`config.mk`:
```
export PLATFORM = sky130hd
export DESIGN_NAME = vliw_fwd_hazard_unit
export DESIGN_NICKNAME = d
export VERILOG_FILES = /design/src/rtl/vliw_fwd_pkg.sv /design/src/rtl/fwd_operand_match.sv /design/src/rtl/vliw_fwd_hazard_unit.sv
export SDC_FILE = /design/constraint.sdc
export NUM_CORES = 1
export LEC_CHECK = 0
export CAP_MARGIN = 25
export CORE_MARGIN = 2
export CORE_UTILIZATION = 54
export DETAILED_ROUTE_END_ITERATION = 7
export GPL_TIMING_DRIVEN = 0
export PLACE_DENSITY_LB_ADDON = 0.05
export SLEW_MARGIN = 20
export SYNTH_ARGS = -nofsm -noshare
export SYNTH_HDL_FRONTEND = slang
export SYNTH_SLANG_ARGS = --single-unit
```
`constraint.sdc`:
```
create_clock -name clk -period 4.9 [get_ports clk]
set_input_delay 0.98 -clock clk [delete_from_list [all_inputs] [get_ports clk]]
set_output_delay 0.98 -clock clk [all_outputs]
set_load 0.05 [all_outputs]
```
`src/rtl/vliw_fwd_pkg.sv`:
```
// Shared types and select encodings for the VLIW forwarding / hazard unit.
// Shadow slots store destination addresses at a fixed maximum width so the struct needs no parameters.
package vliw_fwd_pkg;

    localparam logic [1:0] FWD_RF    = 2'b00;
    localparam logic [1:0] FWD_EXMEM = 2'b01;
    localparam logic [1:0] FWD_MEMWB = 2'b10;
    localparam logic [1:0] FWD_LDWB  = 2'b11;

    // Upper bound on the register address width a slot can carry.
    localparam int MAX_REG_AW = 8;

    typedef struct packed {
        logic                  aluWe;
        logic [MAX_REG_AW-1:0] aluRd;
        logic                  ldWe;
        logic [MAX_REG_AW-1:0] ldRd;
    } shadow_slot_t;

endpackage

```
`src/rtl/fwd_operand_match.sv`:
```
// Priority compare of one source operand against the in-flight producers.
// Younger slots win; inside a slot the load lane wins over the ALU lane.
module fwd_operand_match
    import vliw_fwd_pkg::*;
#(
    parameter int REG_AW = 3
) (
    input  logic [REG_AW-1:0] src,
    input  shadow_slot_t      exSlot,
    input  shadow_slot_t      memSlot,
    input  shadow_slot_t      wbSlot,
    output logic [1:0]        sel,
    output logic              hazard
);

    logic [MAX_REG_AW-1:0] srcExt;

    assign srcExt = MAX_REG_AW'(src);

    always_comb begin
        sel    = FWD_RF;
        hazard = 1'b0;
        if (src != '0) begin
            if (exSlot.ldWe && exSlot.ldRd == srcExt) begin
                hazard = 1'b1;
            end else if (exSlot.aluWe && exSlot.aluRd == srcExt) begin
                sel = FWD_EXMEM;
            end else if (memSlot.ldWe && memSlot.ldRd == srcExt) begin
                sel = FWD_LDWB;
            end else if (memSlot.aluWe && memSlot.aluRd == srcExt) begin
                sel = FWD_MEMWB;
            end else if ((wbSlot.ldWe && wbSlot.ldRd == srcExt) ||
                         (wbSlot.aluWe && wbSlot.aluRd == srcExt)) begin
                // Register file writes before it reads, so a WB producer needs no bypass.
                sel = FWD_RF;
            end
        end
    end

endmodule

```
`src/rtl/vliw_fwd_hazard_unit.sv`:
```
// Forwarding-select and load-use hazard unit beside the ID/EX register.
// Keeps a shadow EX/MEM/WB pipeline of destinations and a saturating stall counter.
module vliw_fwd_hazard_unit
    import vliw_fwd_pkg::*;
#(
    parameter int REG_AW  = 3,
    parameter int NUM_SRC = 4,
    parameter int CNT_W   = 16
) (
    input  logic                      clk,
    input  logic                      rst,
    input  logic                      id_valid,
    input  logic [NUM_SRC*REG_AW-1:0] id_src,
    input  logic                      id_alu_we,
    input  logic [REG_AW-1:0]         id_alu_rd,
    input  logic                      id_ld_we,
    input  logic [REG_AW-1:0]         id_ld_rd,
    input  logic                      pipe_hold,
    input  logic                      flush,
    output logic                      stall,
    output logic [NUM_SRC*2-1:0]      fwd_sel,
    output logic [CNT_W-1:0]          stall_cnt
);

    shadow_slot_t exSlot, memSlot, wbSlot;
    shadow_slot_t idSlot;
    logic [NUM_SRC*2-1:0] selNext;
    logic [NUM_SRC-1:0]   hazardVec;
    logic                 accept;

    assign idSlot = '{aluWe: id_alu_we, aluRd: MAX_REG_AW'(id_alu_rd),
                      ldWe:  id_ld_we,  ldRd:  MAX_REG_AW'(id_ld_rd)};

    for (genvar i = 0; i < NUM_SRC; i++) begin : g_match
        fwd_operand_match #(.REG_AW(REG_AW)) u_match (
            .src     (id_src[i*REG_AW +: REG_AW]),
            .exSlot  (exSlot),
            .memSlot (memSlot),
            .wbSlot  (wbSlot),
            .sel     (selNext[i*2 +: 2]),
            .hazard  (hazardVec[i])
        );
    end

    // Handshake: stall is the inverse of ready. An ID bundle is consumed on a posedge
    // where id_valid && !stall && !flush && !pipe_hold; otherwise EX receives a bubble.
    assign stall  = !rst && id_valid && !flush && (|hazardVec);
    assign accept = id_valid && !stall && !flush;

    always_ff @(posedge clk) begin
        if (rst) begin
            exSlot    <= '0;
            memSlot   <= '0;
            wbSlot    <= '0;
            fwd_sel   <= '0;
            stall_cnt <= '0;
        end else if (!pipe_hold) begin
            wbSlot  <= memSlot;
            memSlot <= exSlot;
            exSlot  <= accept ? idSlot : '0;
            fwd_sel <= accept ? selNext : '0;
            if (stall && stall_cnt != '1) begin
                stall_cnt <= stall_cnt + CNT_W'(1);
            end
        end
    end

endmodule

```
Yosys cells after proc, flatten, opt, wreduce, memory -nomap -nowiden

Cells that the tools add are included.

Register bits: 60
Input bits: 25
Output and inout bits: 25
Logic and storage cells: 90

Add/subtract/negate cells: 1
Eq/ne operators: 17
Mux-type cells: 30
Bitwise operators: 1
Reductions and logical operators: 31

Operators by type and width:

| kind                                           | number |
|---|---|
| equality test 8 x 3 -> 1 bit                   | 16 |
| 2-to-1 mux 2 bit                               | 20 |
| logical AND 1 bit                              | 22 |
| 2-to-1 mux 18 bit                              | 1 |
| adder 16 x 1 -> 16 bit (second input constant) | 1 |
| != test 16 bit (second input constant)         | 1 |
| nonzero test 3 bit                             | 4 |
| 2-to-1 mux 1 bit                               | 8 |
| 2-to-1 mux 8 bit                               | 1 |
| OR reduction 4 bit                             | 1 |
| logical NOT 1 bit                              | 3 |
| AND reduction 2 bit                            | 1 |
| NOT 1 bit                                      | 1 |

Logic depth before layout (Yosys ltp)

Gate-level depths: netlist (run 1).

Word-level depth: 10
Gate-level depth with buffers: 9
Mapped depth without buffers: 7

Hierarchy

From an unflattened synthesis (run 1), not the netlist that was laid out.

Cell total of the unflattened synthesis: 343
Area total of the unflattened synthesis: 3009.1 µm²

Modules (own cells, without submodules):

| module               | instances | cells an instance | area an instance (µm²) | sequential area each (µm²) |
|---|---|---|---|---|
| vliw_fwd_hazard_unit | 1         | 211               | 2018.2                 | 960.9 |
| fwd_operand_match    | 4         | 33                | 247.7                  | 0.0 |

Worst setup path before layout (run 1)

Ideal clock, no wire load.

Path type: in2out
Start: input port id_src[0]
End: output port stall
Arrival: 3497 ps
Data required time: 3920 ps
Setup slack: 423 ps
Stages on the path: 6
Path buffers: 1
Path through: clkbuf_1 xnor2_1 nand4_1 o22ai_1 nor2_1 nor4b_1

Word-level cells in the longest chain between the ends: 6
Elaborated cells between the ends (all ways): 7
Those cells by class: 1 x eq/ne; 2 x mux; 4 x reduce/logical

RTL lines:

| element                      | RTL line                   | text |
|---|---|---|
| start, declared              | vliw_fwd_hazard_unit.sv:13 | `input logic [NUM_SRC*REG_AW-1:0] id_src,` |
| equality test 8 x 3 -> 1 bit | fwd_operand_match.sv:24    | `if (exSlot.ldWe && exSlot.ldRd == srcExt) begin` |
| logical AND 1 bit            | fwd_operand_match.sv:24    |  |
| 2-to-1 mux 1 bit             | fwd_operand_match.sv:24    |  |
| 2-to-1 mux 1 bit *           | fwd_operand_match.sv:23    | `if (src != '0) begin` |
| OR reduction 4 bit *         | vliw_fwd_hazard_unit.sv:47 | `assign stall = !rst && id_valid && !flush && (\|hazardVec);` |
| logical AND 1 bit *          | vliw_fwd_hazard_unit.sv:47 |  |
| end, declared                | vliw_fwd_hazard_unit.sv:20 | `output logic stall,` |

Every way passes the cells marked *; elsewhere a longest branch is shown, timed or not.

Worst setup path in the final report (run 1)

Ends and elaborated chain as after synthesis.

==> run metrics, run 1 <==
run status=finished clean; post-route clock period utilization=0.862; Yosys Warn Count=0; clock slew at the register clock pins of the worst setup and hold paths=0.08 ns; Register-to-Register Path Depth=9; Pwr per Cell Area=226 nW/um^2; Placer Congestion=approximately 0.8; synth top area cells=dfxtp_1 35%, xnor2_1 18%, nand4_1 4.7%; setup repair after global routing missed its margin=false; max-slew violation total from the final report=0; critical path start-end classification=in -> out; starting utilization of the core area=0.565; Post-Layout Inst Area=between 2000 and 3000 sq um; Final Hold Vio Count=0; routed wire length=between 5 and 6 mm; global route overflow=0; average instance area after synthesis=~8.6 sq um; launch instance of the worst register-to-register path=exSlot[2]$_SDFFE_PP0N_; maximum operating frequency=approximately 240 MHz; fraction of post-synthesis cell area in the top cell type by area=0.352; register area=801 sq um; leakage power total=~0.9 nW; clock tree from TritonCTS=done; number of core rows=23; Finish-stage setup viols=0; mean routed wirelength per cell=15.3 microns; synthesized netlist net count=roughly 290; total negative slack for setup checks=0 ns; CP Data Arrival Time=3.24 ns; CP bufs+invs=2; number of vias per cell after detailed routing=5.59; Final Critical Period=4.22 ns; highest-delay cell along the critical path=clkdlybuf4s50_1; library cells used by synthesis=35; worst skew pair latency=roughly 0.3 ns; total core area=between 4000 and 5000 sq um; area growth from synthesis to layout=22.1%; Crit path required time=3.92 ns; All-Layer GR Usage=0.248; total area of multi-input combinational cells=~1300 sq um; total of cells resized after clock tree synthesis=0; CP delay by family, top=buffers and inverters; cell-by-cell trace of the critical path=clkbuf_1 > xnor2_1 > nand4_1 > o22ai_1 > nor2_1 > nor4b_1 > clkdlybuf4s50_1; cts-stage hold buffer count=0; clock skew=around 0.0081 ns; via count of the first global-routing pass=about 1900; stage delay of the slowest cell on the critical path=between 0.8 and 0.9 ns; die height=about 69 microns; DR vias=2002; Iter 0 DRT Violations=68; area enclosed by the die boundary=between 4000 and 5000 sq um; CTS root buf=clkbuf_8; worst-path fanout max=5; number of buffers added by the clock tree synthesis step=5; CP startpoint=id_src[0]; register-to-register setup slack=around 2.6 ns; Detail Route Antenna Nets=0; transition time at the pin with the least slew margin=roughly 0.53 ns; DRC violations left=0; cell type with the highest aggregate area in the netlist=dfxtp_1; port bufs=35; Levels on crit path=7; Filler Cells Inserted=around 360; First-pass DRT Iterations=4; I/O pin total=50; capture point of the worst reg-to-reg path=stall_cnt[8]$_SDFFE_PP0P_; maximum buffer depth of the clock tree=2; sequential share of the synthesized area=0.352; max-cap check violation count=0; largest vdd supply drop=roughly 0.12 mV; Worst Setup End Kind=primary output; CP endpoint=stall; fraction of layout cells with a size suffix above 1=0.0455; worst hold path type=reg -> reg; area after detailed placement=about 2700 sq um; count of H-tree levels built during CTS=2; first-pass GRT wire length=between 8 and 9 mm; maximum number of pins on one net before global-route repair=12; remaining max-slew budget at the tightest pin=0.647; number of setup buffers added after CTS=0; Final nets=333; combined area of all synthesized cells=around 2300 sq um; width of the die=68.9 microns; utilization after layout=0.689; number of antenna diodes=0; initial antenna violation count=0; number of clock sinks=40; Detail Placement HPWL=4.03 mm; gate count after technology mapping=265; critical path launch point type=input pin; flops & latches, synth=40
-- synthesized netlist by cell type --
master and number:
a31oi_4 1, nor4b_1 1, a22o_1 10, o21ai_2 1
and2_1 1, clkbuf_1 24, buf_6 2, buf_1 4
nand4_1 17, nand2_1 13, a32o_1 4, o22ai_1 2
xnor2_1 48, nor2b_1 2, ha_1 1, o31ai_1 1
nand3_1 5, a21boi_0 1, or4b_4 1, o211ai_1 1
and3_1 7, dfxtp_1 40, a21oi_1 12, inv_1 3
mux2i_1 9, nor2_1 14, o2111ai_1 1, buf_2 3
nand3b_1 1, xor2_1 3, or3_1 11, nor3_1 5
o21ai_0 13, or4_1 1, and3b_1 2
-- cells by family after synthesis --
group	count (synthesis)	synth area share
simple gates	81	0.195
xor+xnor	51	0.196
compound gates	47	0.144
flops	40	0.352
buf+inv	36	0.0677
mux	9	0.0396
fa+ha+maj	1	0.00550
-- report_power, final --
group / leakage (nW) / internal, mW / total (mW) / switching, mW
sequential: 0.323 / 0.327 / 0.329 / 0.00146
combinational: 0.557 / 0.0338 / 0.0706 / 0.0368
clock: 0.0455 / 0.115 / 0.230 / 0.115
-- worst min path at each step --
stage | start | end | slack (ns) | cells past startpoint
after global placement | fwd_sel[3]$_SDFFE_PP0N_ | fwd_sel[3]$_SDFFE_PP0N_ | 0.44 | 2
after CTS | fwd_sel[3]$_SDFFE_PP0N_ | fwd_sel[3]$_SDFFE_PP0N_ | 0.46 | 2
after global routing | fwd_sel[0]$_SDFFE_PP0N_ | fwd_sel[0]$_SDFFE_PP0N_ | 0.50 | 1
after detailed placement | fwd_sel[3]$_SDFFE_PP0N_ | fwd_sel[3]$_SDFFE_PP0N_ | 0.45 | 2
after floorplan | exSlot[17]$_SDFFE_PP0N_ | exSlot[17]$_SDFFE_PP0N_ | 0.53 | 1
final | fwd_sel[3]$_SDFFE_PP0N_ | fwd_sel[3]$_SDFFE_PP0N_ | 0.46 | 2
-- metal layers --
layer	GRT usage	part of all wire
met1	0.270	0.44
met2	0.459	0.49
met3	0.0568	0.045
met4	0.103	0.025
met5	0	0
-- stage by stage --
stage	hold slack [ns]	cells	total power [mW]	worst slack, ns
CTS	0.463	358	0.631	0.668
global placement	0.441	350	0.405	0.680
detailed placement	0.447	350	0.407	0.693
finish	0.462	358	0.629	0.675
global route	0.498	358	0.648	0.467
floorplan	0.525	265	0.388	0.423
-- layout by cell type (no fill, tap or decap), types with 6 or more instances in the layout --
| cell | instances |
|---|---|
| a22o_1 | 10 |
| and3_1 | 7 |
| nor2_1 | 14 |
| mux2i_1 | 9 |
| or3_1 | 11 |
| o21ai_0 | 13 |
| clkdlybuf4s50_1 | 35 |
| dfxtp_1 | 40 |
| a21oi_1 | 12 |
| nand2_1 | 13 |
| clkbuf_8 | 6 |
| nand4_1 | 17 |
| clkbuf_1 | 26 |
| xnor2_1 | 48 |
-- cell type report --
cell class	instances	area share
Buffer	33	0.0514
Multi-Input combinational cell	189	0.475
Inverter	3	0.00405
Timing Repair Buffer	35	0.126
Sequential cell	40	0.288
Tap cell	50	0.0225
Clock buffer	8	0.0324
-- registers in the layout, summed over array words and instances (netlist names) --
register   cells
exSlot         8
fwd_sel        8
memSlot        8
stall_cnt     16
-- tightest hold or removal path: stages, from the launching register on --
cell     delay [ns]
dfxtp_1        0.33
nand2_1        0.05
o21ai_0        0.05
(Power assumes the default switching activity.)
==> run 2: changes to the inputs <==
- CORE_UTILIZATION: 54 -> 60
- DONT_BUFFER_PORTS: not set -> 1
- SLEW_MARGIN: 20 -> not set
==> run metrics, run 2 (synthesis results as in run 1) <==
run status=finished clean; initial antenna violation count=0; Detail Placement HPWL=about 3.7 mm; # placed instances=approximately 310; worst hold path type=reg -> reg; Placer Congestion=0.887; first-pass GRT wire length=between 8 and 9 mm; total of cells resized after clock tree synthesis=0; width of the die=approximately 66 microns; number of flip-flops in the largest register=16; clock tree from TritonCTS=done; number of core rows=22; via count of the first global-routing pass=between 1500 and 2000; CTS root buf=clkbuf_8; highest-delay cell along the critical path=o22ai_1; CP Data Arrival Time=roughly 2.6 ns; post-route clock period utilization=0.733; count of H-tree levels built during CTS=2; Worst Setup End Kind=primary output; maximum number of pins on one net before global-route repair=13; setup repair after global routing missed its margin=false; max-cap check violation count=0; Final Critical Period=3.59 ns; maximum operating frequency=279 MHz; most frequent cells in the layout=48 x xnor2_1, 40 x dfxtp_1, 25 x clkbuf_1; register-to-register setup slack=roughly 2.3 ns; Post-Layout Cell Count=around 320; port bufs=0; worst-path fanout max=5; I/O pin total=50; CP bufs+invs=2; most common cell after layout, fill and taps aside=xnor2_1; Iter 0 DRT Violations=82; number of clock sinks=40; number of vias per cell after detailed routing=between 5 and 6; remaining max-slew budget at the tightest pin=0.579; area enclosed by the die boundary=between 4000 and 5000 sq um; fraction of layout cells with a size suffix above 1=0.0620; number of buffers added by the clock tree synthesis step=5; critical path launch point type=input pin; total core area=around 3700 sq um; cts-stage hold buffer count=0; starting utilization of the core area=0.621; CP delay by family, top=buffers and inverters; number of setup buffers added after CTS=0; Final nets=about 300; total negative slack for setup checks=0 ns; worst skew pair latency=approximately 0.3 ns; Filler Cells Inserted=320; area growth from synthesis to layout=7.98%; All-Layer GR Usage=0.261; leakage power total=0.817 nW; max-slew violation total from the final report=0; critical path start-end classification=in -> out; Final Hold Vio Count=0; transition time at the pin with the least slew margin=~0.63 ns; Finish-stage setup viols=0; cell-by-cell trace of the critical path=clkbuf_1 > xnor2_1 > nand4_1 > o22ai_1 > nor2_1 > nor4b_2 > buf_4; First-pass DRT Iterations=4; DRC violations left=0; Pwr per Cell Area=268 nW/um^2; global route overflow=0; DR vias=about 1900; clock skew=approximately 0.0060 ns; routed wire length=roughly 5.2 mm; register name with the most flops=stall_cnt; maximum buffer depth of the clock tree=2; largest vdd supply drop=0.158 mV; number of antenna diodes=0; clock slew at the register clock pins of the worst setup and hold paths=around 0.08 ns; stage delay of the slowest cell on the critical path=around 0.46 ns; die height=65.6 microns; Crit path required time=3.92 ns; mean routed wirelength per cell=16.0 microns; Detail Route Antenna Nets=0
[run 2: final timing paths]
path | depth (start not counted) | end | start
worst max-delay path | 7 | stall | id_src[1]
worst max register to register | 9 | stall_cnt[1]$_SDFFE_PP0P_ | stall_cnt[0]$_SDFFE_PP0P_
worst min-delay path | 2 | memSlot[17]$_SDFFE_PP0N_ | memSlot[17]$_SDFFE_PP0N_
worst min register to register | 2 | memSlot[17]$_SDFFE_PP0N_ | memSlot[17]$_SDFFE_PP0N_
[run 2: routing by layer]
layer	track usage	part of all wire
met5	0	0
met4	0.0964	0.025
met3	0.0856	0.056
met2	0.440	0.49
met1	0.309	0.43
[run 2: cell type report]
cell class / instances / area (sq um) / share of cell area
clock inverters: 2 / 35.0 / 0.0143
repair buffers: 1 / 7.51 / 0.00306
flip-flops and latches: 40 / 801 / 0.326
plain buffers: 33 / 143 / 0.0581
inverters: 3 / 11.3 / 0.00458
multi-input cells: 189 / 1330 / 0.540
clock buffers: 6 / 72.6 / 0.0295
well taps: 48 / 60.1 / 0.0245
[run 2: report_power, final]
group	total, mW	switching [mW]	internal (mW)
clock	0.267	0.116	0.151
sequential	0.329	0.00169	0.327
combinational	0.0618	0.0349	0.0269
[run 2: stage by stage]
step	cell area (sq um)	utilization	setup WS (ns)	power (mW)	hold slack, ns
2_1_floorplan	2270	-	0.423	0.388	0.525
3_3_place_gp	2330	0.638	0.153	0.397	0.577
3_5_place_dp	2350	0.641	1.36	0.398	0.577
4_1_cts	2460	0.671	1.32	0.660	0.590
5_1_grt	2460	0.671	1.16	0.684	0.639
6_report	2460	0.671	1.31	0.658	0.597
[run 2: tightest hold or removal path, stage by stage, from the launching register on]
cell and delay (ns):
dfxtp_1 0.36, mux2i_1 0.15, nor2_1 0.05
